## src/rtl/tlu_event_packer.sv

```systemverilog
// Buffers TLU trigger events and serializes each into 32-bit words; 3 words/event with TLU_EVENT_PACKER_TIMESTAMP_EN, else 1.
// Latency: the event sampled at one edge shows as W0 two edges after it is driven; after that, one word per FIFO_READ.
// Backpressure: events arriving while the buffer is full are dropped and counted; the output holds its word until FIFO_READ.
module tlu_event_packer #(
    parameter int DEPTH_BITS = 3
) (
    input  logic        BUS_CLK,
    input  logic        RST,
    input  logic        ENABLE,
    input  logic        EVT_WE,
    input  logic [31:0] EVT_TRIG_ID,
    input  logic [63:0] EVT_TIME_STAMP,
    input  logic        FIFO_READ,
    output logic        FIFO_EMPTY,
    output logic [31:0] FIFO_DATA,
    output logic [7:0]  LOST_CNT,
    output logic [31:0] EVT_CNT
);
    localparam int DEPTH = 2 ** DEPTH_BITS;
`ifdef TLU_EVENT_PACKER_TIMESTAMP_EN
    localparam int ENTRY_W = 90;
`else
    localparam int ENTRY_W = 30;
`endif

    typedef enum logic [1:0] {IDLE, W0, W1, W2} state_t;

    state_t                state, state_nxt;
    logic [ENTRY_W-1:0]    mem [DEPTH];
    logic [ENTRY_W-1:0]    hold;
    logic [ENTRY_W-1:0]    entry_dat;
    logic [DEPTH_BITS:0]   wr_ptr, rd_ptr, occ;
    logic [DEPTH_BITS-1:0] rd_idx, rd_idx_p1;
    logic                  buf_full, buf_vld, buf_more;
    logic                  evt_vld, wr_en;
    logic                  last_word, load, load_next, ent_free;
    logic                  unused_bits;

`ifdef TLU_EVENT_PACKER_TIMESTAMP_EN
    assign entry_dat   = {EVT_TIME_STAMP[59:0], EVT_TRIG_ID[29:0]};
    assign unused_bits = ^{EVT_TRIG_ID[31:30], EVT_TIME_STAMP[63:60]};
    assign last_word   = (state == W2);
`else
    assign entry_dat   = EVT_TRIG_ID[29:0];
    assign unused_bits = ^{EVT_TRIG_ID[31:30], EVT_TIME_STAMP};
    assign last_word   = (state == W0);
`endif

    // The event being serialized keeps its slot until its last word is read,
    // so occupancy counts it and the next event is peeked at rd_ptr+1.
    assign occ       = wr_ptr - rd_ptr;
    assign buf_full  = occ[DEPTH_BITS];
    assign buf_vld   = (occ != '0);
    assign buf_more  = (occ > (DEPTH_BITS + 1)'(1));
    assign rd_idx    = rd_ptr[DEPTH_BITS-1:0];
    assign rd_idx_p1 = rd_idx + DEPTH_BITS'(1);
    assign evt_vld   = EVT_WE && ENABLE;
    assign wr_en     = evt_vld && !buf_full;

    always_comb begin
        state_nxt = state;
        load      = 1'b0;
        load_next = 1'b0;
        ent_free  = 1'b0;
        case (state)
            IDLE: begin
                if (buf_vld) begin
                    load      = 1'b1;
                    state_nxt = W0;
                end
            end
            default: begin
                if (FIFO_READ) begin
                    if (last_word) begin
                        ent_free = 1'b1;
                        if (buf_more) begin
                            load      = 1'b1;
                            load_next = 1'b1;
                            state_nxt = W0;
                        end else begin
                            state_nxt = IDLE;
                        end
                    end else if (state == W0) begin
                        state_nxt = W1;
                    end else begin
                        state_nxt = W2;
                    end
                end
            end
        endcase
    end

    always_ff @(posedge BUS_CLK) begin
        if (RST) begin
            state    <= IDLE;
            wr_ptr   <= '0;
            rd_ptr   <= '0;
            hold     <= '0;
            EVT_CNT  <= '0;
            LOST_CNT <= '0;
        end else begin
            state <= state_nxt;
            if (wr_en)
                wr_ptr <= wr_ptr + (DEPTH_BITS + 1)'(1);
            if (ent_free)
                rd_ptr <= rd_ptr + (DEPTH_BITS + 1)'(1);
            if (load)
                hold <= load_next ? mem[rd_idx_p1] : mem[rd_idx];
            if (evt_vld) begin
                if (!buf_full)
                    EVT_CNT <= EVT_CNT + 32'd1;
                else if (LOST_CNT != 8'hFF)
                    LOST_CNT <= LOST_CNT + 8'd1;
            end
        end
    end

    always_ff @(posedge BUS_CLK) begin
        if (wr_en)
            mem[wr_ptr[DEPTH_BITS-1:0]] <= entry_dat;
    end

    assign FIFO_EMPTY = (state == IDLE);

    always_comb begin
        FIFO_DATA = '0;
        case (state)
            W0:      FIFO_DATA = {2'b11, hold[29:0]};
`ifdef TLU_EVENT_PACKER_TIMESTAMP_EN
            W1:      FIFO_DATA = {2'b10, hold[59:30]};
            W2:      FIFO_DATA = {2'b01, hold[89:60]};
`endif
            default: FIFO_DATA = '0;
        endcase
    end
endmodule

```

## config.mk

```make
export PLATFORM = sky130hd
export DESIGN_NAME = tlu_event_packer
export DESIGN_NICKNAME = d
export VERILOG_FILES = /design/src/rtl/tlu_event_packer.sv
export SDC_FILE = /design/constraint.sdc
export NUM_CORES = 1
export LEC_CHECK = 0
export ABC_AREA = 0
export ABC_CLOCK_PERIOD_IN_PS = 5000
export BUFFER_PORTS_ARGS = -buffer_cell sky130_fd_sc_hd__buf_2
export CORE_UTILIZATION = 53
export DETAILED_ROUTE_END_ITERATION = 8
export MAX_ROUTING_LAYER = met4
export PLACE_DENSITY = 0.83
export SLEW_MARGIN = 5
export SYNTH_ARGS = -nofsm -noshare
export SYNTH_HDL_FRONTEND = slang
export SYNTH_SLANG_ARGS = --single-unit
```

## constraint.sdc

```tcl
create_clock -name BUS_CLK -period 5 [get_ports BUS_CLK]
set_input_delay 1 -clock BUS_CLK [delete_from_list [all_inputs] [get_ports BUS_CLK]]
set_output_delay 1 -clock BUS_CLK [all_outputs]
set_load 0.005 [all_outputs]
```

==> results.yml <==
grt:
  grt_remaining_overflow: 0
  antenna_found_initial: 2
  grtUsageTotal: 0.253
  grt_pass1_wl_um: 53200
  grt_pass1_vias: 9519
  grt_start_max_net_pins: 54
timing:
  finClkSkew_ns: 0.0224
  finalSetupViolations: 0
  worst_slack_ns: 1.54
  final_hold_viol_count: 0
  period_minus_slack_ns: 3.46
  rsz0062_at_grt: "false"
  fin_setup_tns_ns: 0
  slew_headroom: 0.337
  worstMarginPinSlew_ns: 0.994
  fmax_mhz: 289
  maxSlewViolCount: 0
  fin_crit_sh: 0.693
critical_path:
  regToRegStartpoint: "rd_ptr[2]"
  cp.arrival_ns: 3.68
  cp-end-kind: "register"
  reg2regPathDepth: 7
  regToRegSetupSlack_ns: 1.54
  path_max_fanout: 20
  path_class: "reg2reg"
  critPathLaunchType: "register"
  r2r-end: "mem[7][23]"
  required_ns: 5.22
yosys:
  ys_seq_area_frac: 0.595
  synth_edf_count: 240
  yosysUniqueCellTypes: 61
  async_reset_ff_frac: 0
  ys_warn_count: 0
  synth-seq-cells: 323
  syn-instance-count: 967
  syn_nets: 1076
  yosys_most_used_dff: "edfxtp_1"
  avgSynthCellArea_um2: 15.4
  netlist_area_um2: 14900
clocking:
  htree_levels: 2
  clock_path_buffers: 3
  cts_tree: "yes"
  cts_resized: 0
  numCtsBuffers: 34
  post_cts_buffers: 0
  insertion_delay_ns: 0.52
  path_clk_slew_ns: 0.06
  cts_sinks: 323
  root_buffer: "clkbuf_16"
  hold_buffers: 0
floorplan:
  core-area_um2: 27700
  start_util: 0.538
  io_pins: 174
  num_rows: 61
  die_y_um: 170
  die_w_um: 170
  fp.dieArea_um2: 28800
layout:
  nFillCells: 1954
  mostFrequentLayoutCell: "edfxtp_1"
  final_cell_mix: "edfxtp_1, buf_2, mux4_2"
  layout-drive-gt1-share: 0.282
  nNetsFinal: 1173
  stdcell_area_um2: 16900
  area_delta_synth_final_pct: 13.3
min_path:
  hp-start: "hold[13]"
  hold_path_class: "reg2reg"
  hold_path_end: "hold[13]"
  hold_depth: 1
drt:
  post_drt_via_cell_ratio: 6.41
  routedWlPerCell_um: 23.6
  drtIter0Drc: 807
  postRouteAntennaNets: 0
  vias: 9416
  drc_errors: 0
  wl_um: 34700
  dr.pass1.iters: 5
pwr:
  p_leak_uw: 0.00551
  clkPwrFrac: 0.340
  p_sw_uw: 2000
  powerDensity_nw_per_um2: 418
  report.power.total_uw: 7070
  p_sw_frac: 0.283
  p_comb_frac: 0.212
  power.internal_uw: 5070
  ir_drop_mv: 0.307
  p_seq_frac: 0.448
place:
  placed_area_um2: 15800
  io_buffers: 107
  place_congestion: 0.770
  dp_hpwl_um: 19500
  dp_slack_ns: 1.54
run:
  maxCapViolCount: 0
run_status:
  status: "completed"
## kinds of logic (layout without fill, tap and decap cells)
kind of cell    count (synthesis)  in the layout  share of synthesized area
compound gates                125            125                     0.0684
buf+inv                        80            202                     0.0270
xor+xnor                       26             26                     0.0163
other cells                     0              3                          0
fa+ha+maj                       8              8                    0.00722
flops                         323            323                      0.595
mux                           178            178                      0.201
simple gates                  227            227                     0.0848
## cell usage after synthesis, types with 7 or more instances
cell type	number	area share
nand3_1	9	0.0030
and3_1	9	0.0038
mux4_2	96	0.15
o21ai_0	14	0.0047
buf_2	10	0.0034
ha_1	7	0.0059
and2_1	35	0.015
inv_1	13	0.0033
clkbuf_1	37	0.0093
edfxtp_1	240	0.48
xor2_1	20	0.012
nor2_1	64	0.016
o2111ai_1	7	0.0041
a221o_1	23	0.015
a211oi_1	7	0.0035
nor3_1	30	0.010
mux2i_1	79	0.053
nor2b_1	11	0.0046
or3_1	12	0.0050
nand2_1	13	0.0033
buf_6	10	0.0076
o32ai_1	7	0.0041
nand4_1	15	0.0063
a21oi_1	20	0.0067
dfxtp_1	83	0.11
a221oi_1	24	0.014
## how the worst max path moves through the flow
stage / start / end / slack, ns / depth (start not counted)
CTS: wr_ptr[1] / mem[7][27] / 1.54 / 6
detailed placement: rd_ptr[2] / mem[7][23] / 1.54 / 7
floorplan: wr_ptr[1] / mem[0][0] / -0.05 / 6
global route: rd_ptr[2] / mem[7][0] / 1.35 / 7
finish: rd_ptr[2] / mem[7][23] / 1.54 / 7
global placement: wr_ptr[1] / mem[7][28] / 1.58 / 6
## worst max-delay path, stage by stage, from the launching register on
cell and delay, ns:
dfxtp_1 0.47, inv_1 0.14, ha_1 0.36, and3b_1 0.28, o21ai_4 0.35, nand4_1 0.38, nor2_4 0.78, buf_4 0.37
## registers in the layout (all words and copies together) (netlist names), named ones only
register / flops
LOST_CNT: 8
EVT_CNT: 32
mem: 240
wr_ptr: 4
hold: 30
state: 2
rd_ptr: 4
## area by class of cell
| class | count | area [um2] | area share |
|---|---|---|---|
| Antenna cell | 3 | 7.51 | 0.000445 |
| Clock buffer | 46 | 941 | 0.0557 |
| Clock inverter | 15 | 124 | 0.00733 |
| Inverter | 13 | 48.8 | 0.00289 |
| Multi-Input combinational cell | 564 | 5720 | 0.339 |
| Sequential cell | 323 | 8880 | 0.526 |
| Tap cell | 378 | 473 | 0.0280 |
| Timing Repair Buffer | 128 | 693 | 0.0410 |
## metal layers
metal / vias up / GRT usage / wire [um] / part of all wire
met2: 448 / 0.417 / 17500 / 0.50
met4: 0 / 0.102 / 949 / 0.027
met1: 4761 / 0.308 / 13400 / 0.39
li1: 4124 / - / - / -
met5: - / - / 0 / 0
met3: 83 / 0.0485 / 2930 / 0.084
## stage by stage
stage / util / hold WS [ns] / cells
floorplan: - / 0.447 / 967
global placement: 0.571 / 0.459 / 1406
detailed placement: 0.571 / 0.463 / 1406
CTS: 0.609 / 0.480 / 1467
global route: 0.609 / 0.491 / 1469
finish: 0.610 / 0.476 / 1470
## power by group through the flow
stage	Clock, uW	Sequential, uW	Combinational [uW]
after floorplan	0	3130	1140
after global placement	0	3220	1440
after detailed placement	0	3220	1470
after CTS	2440	3170	1490
after global routing	2550	3190	1590
final	2400	3170	1500
Note: power is estimated with default switching activity, not from simulation.
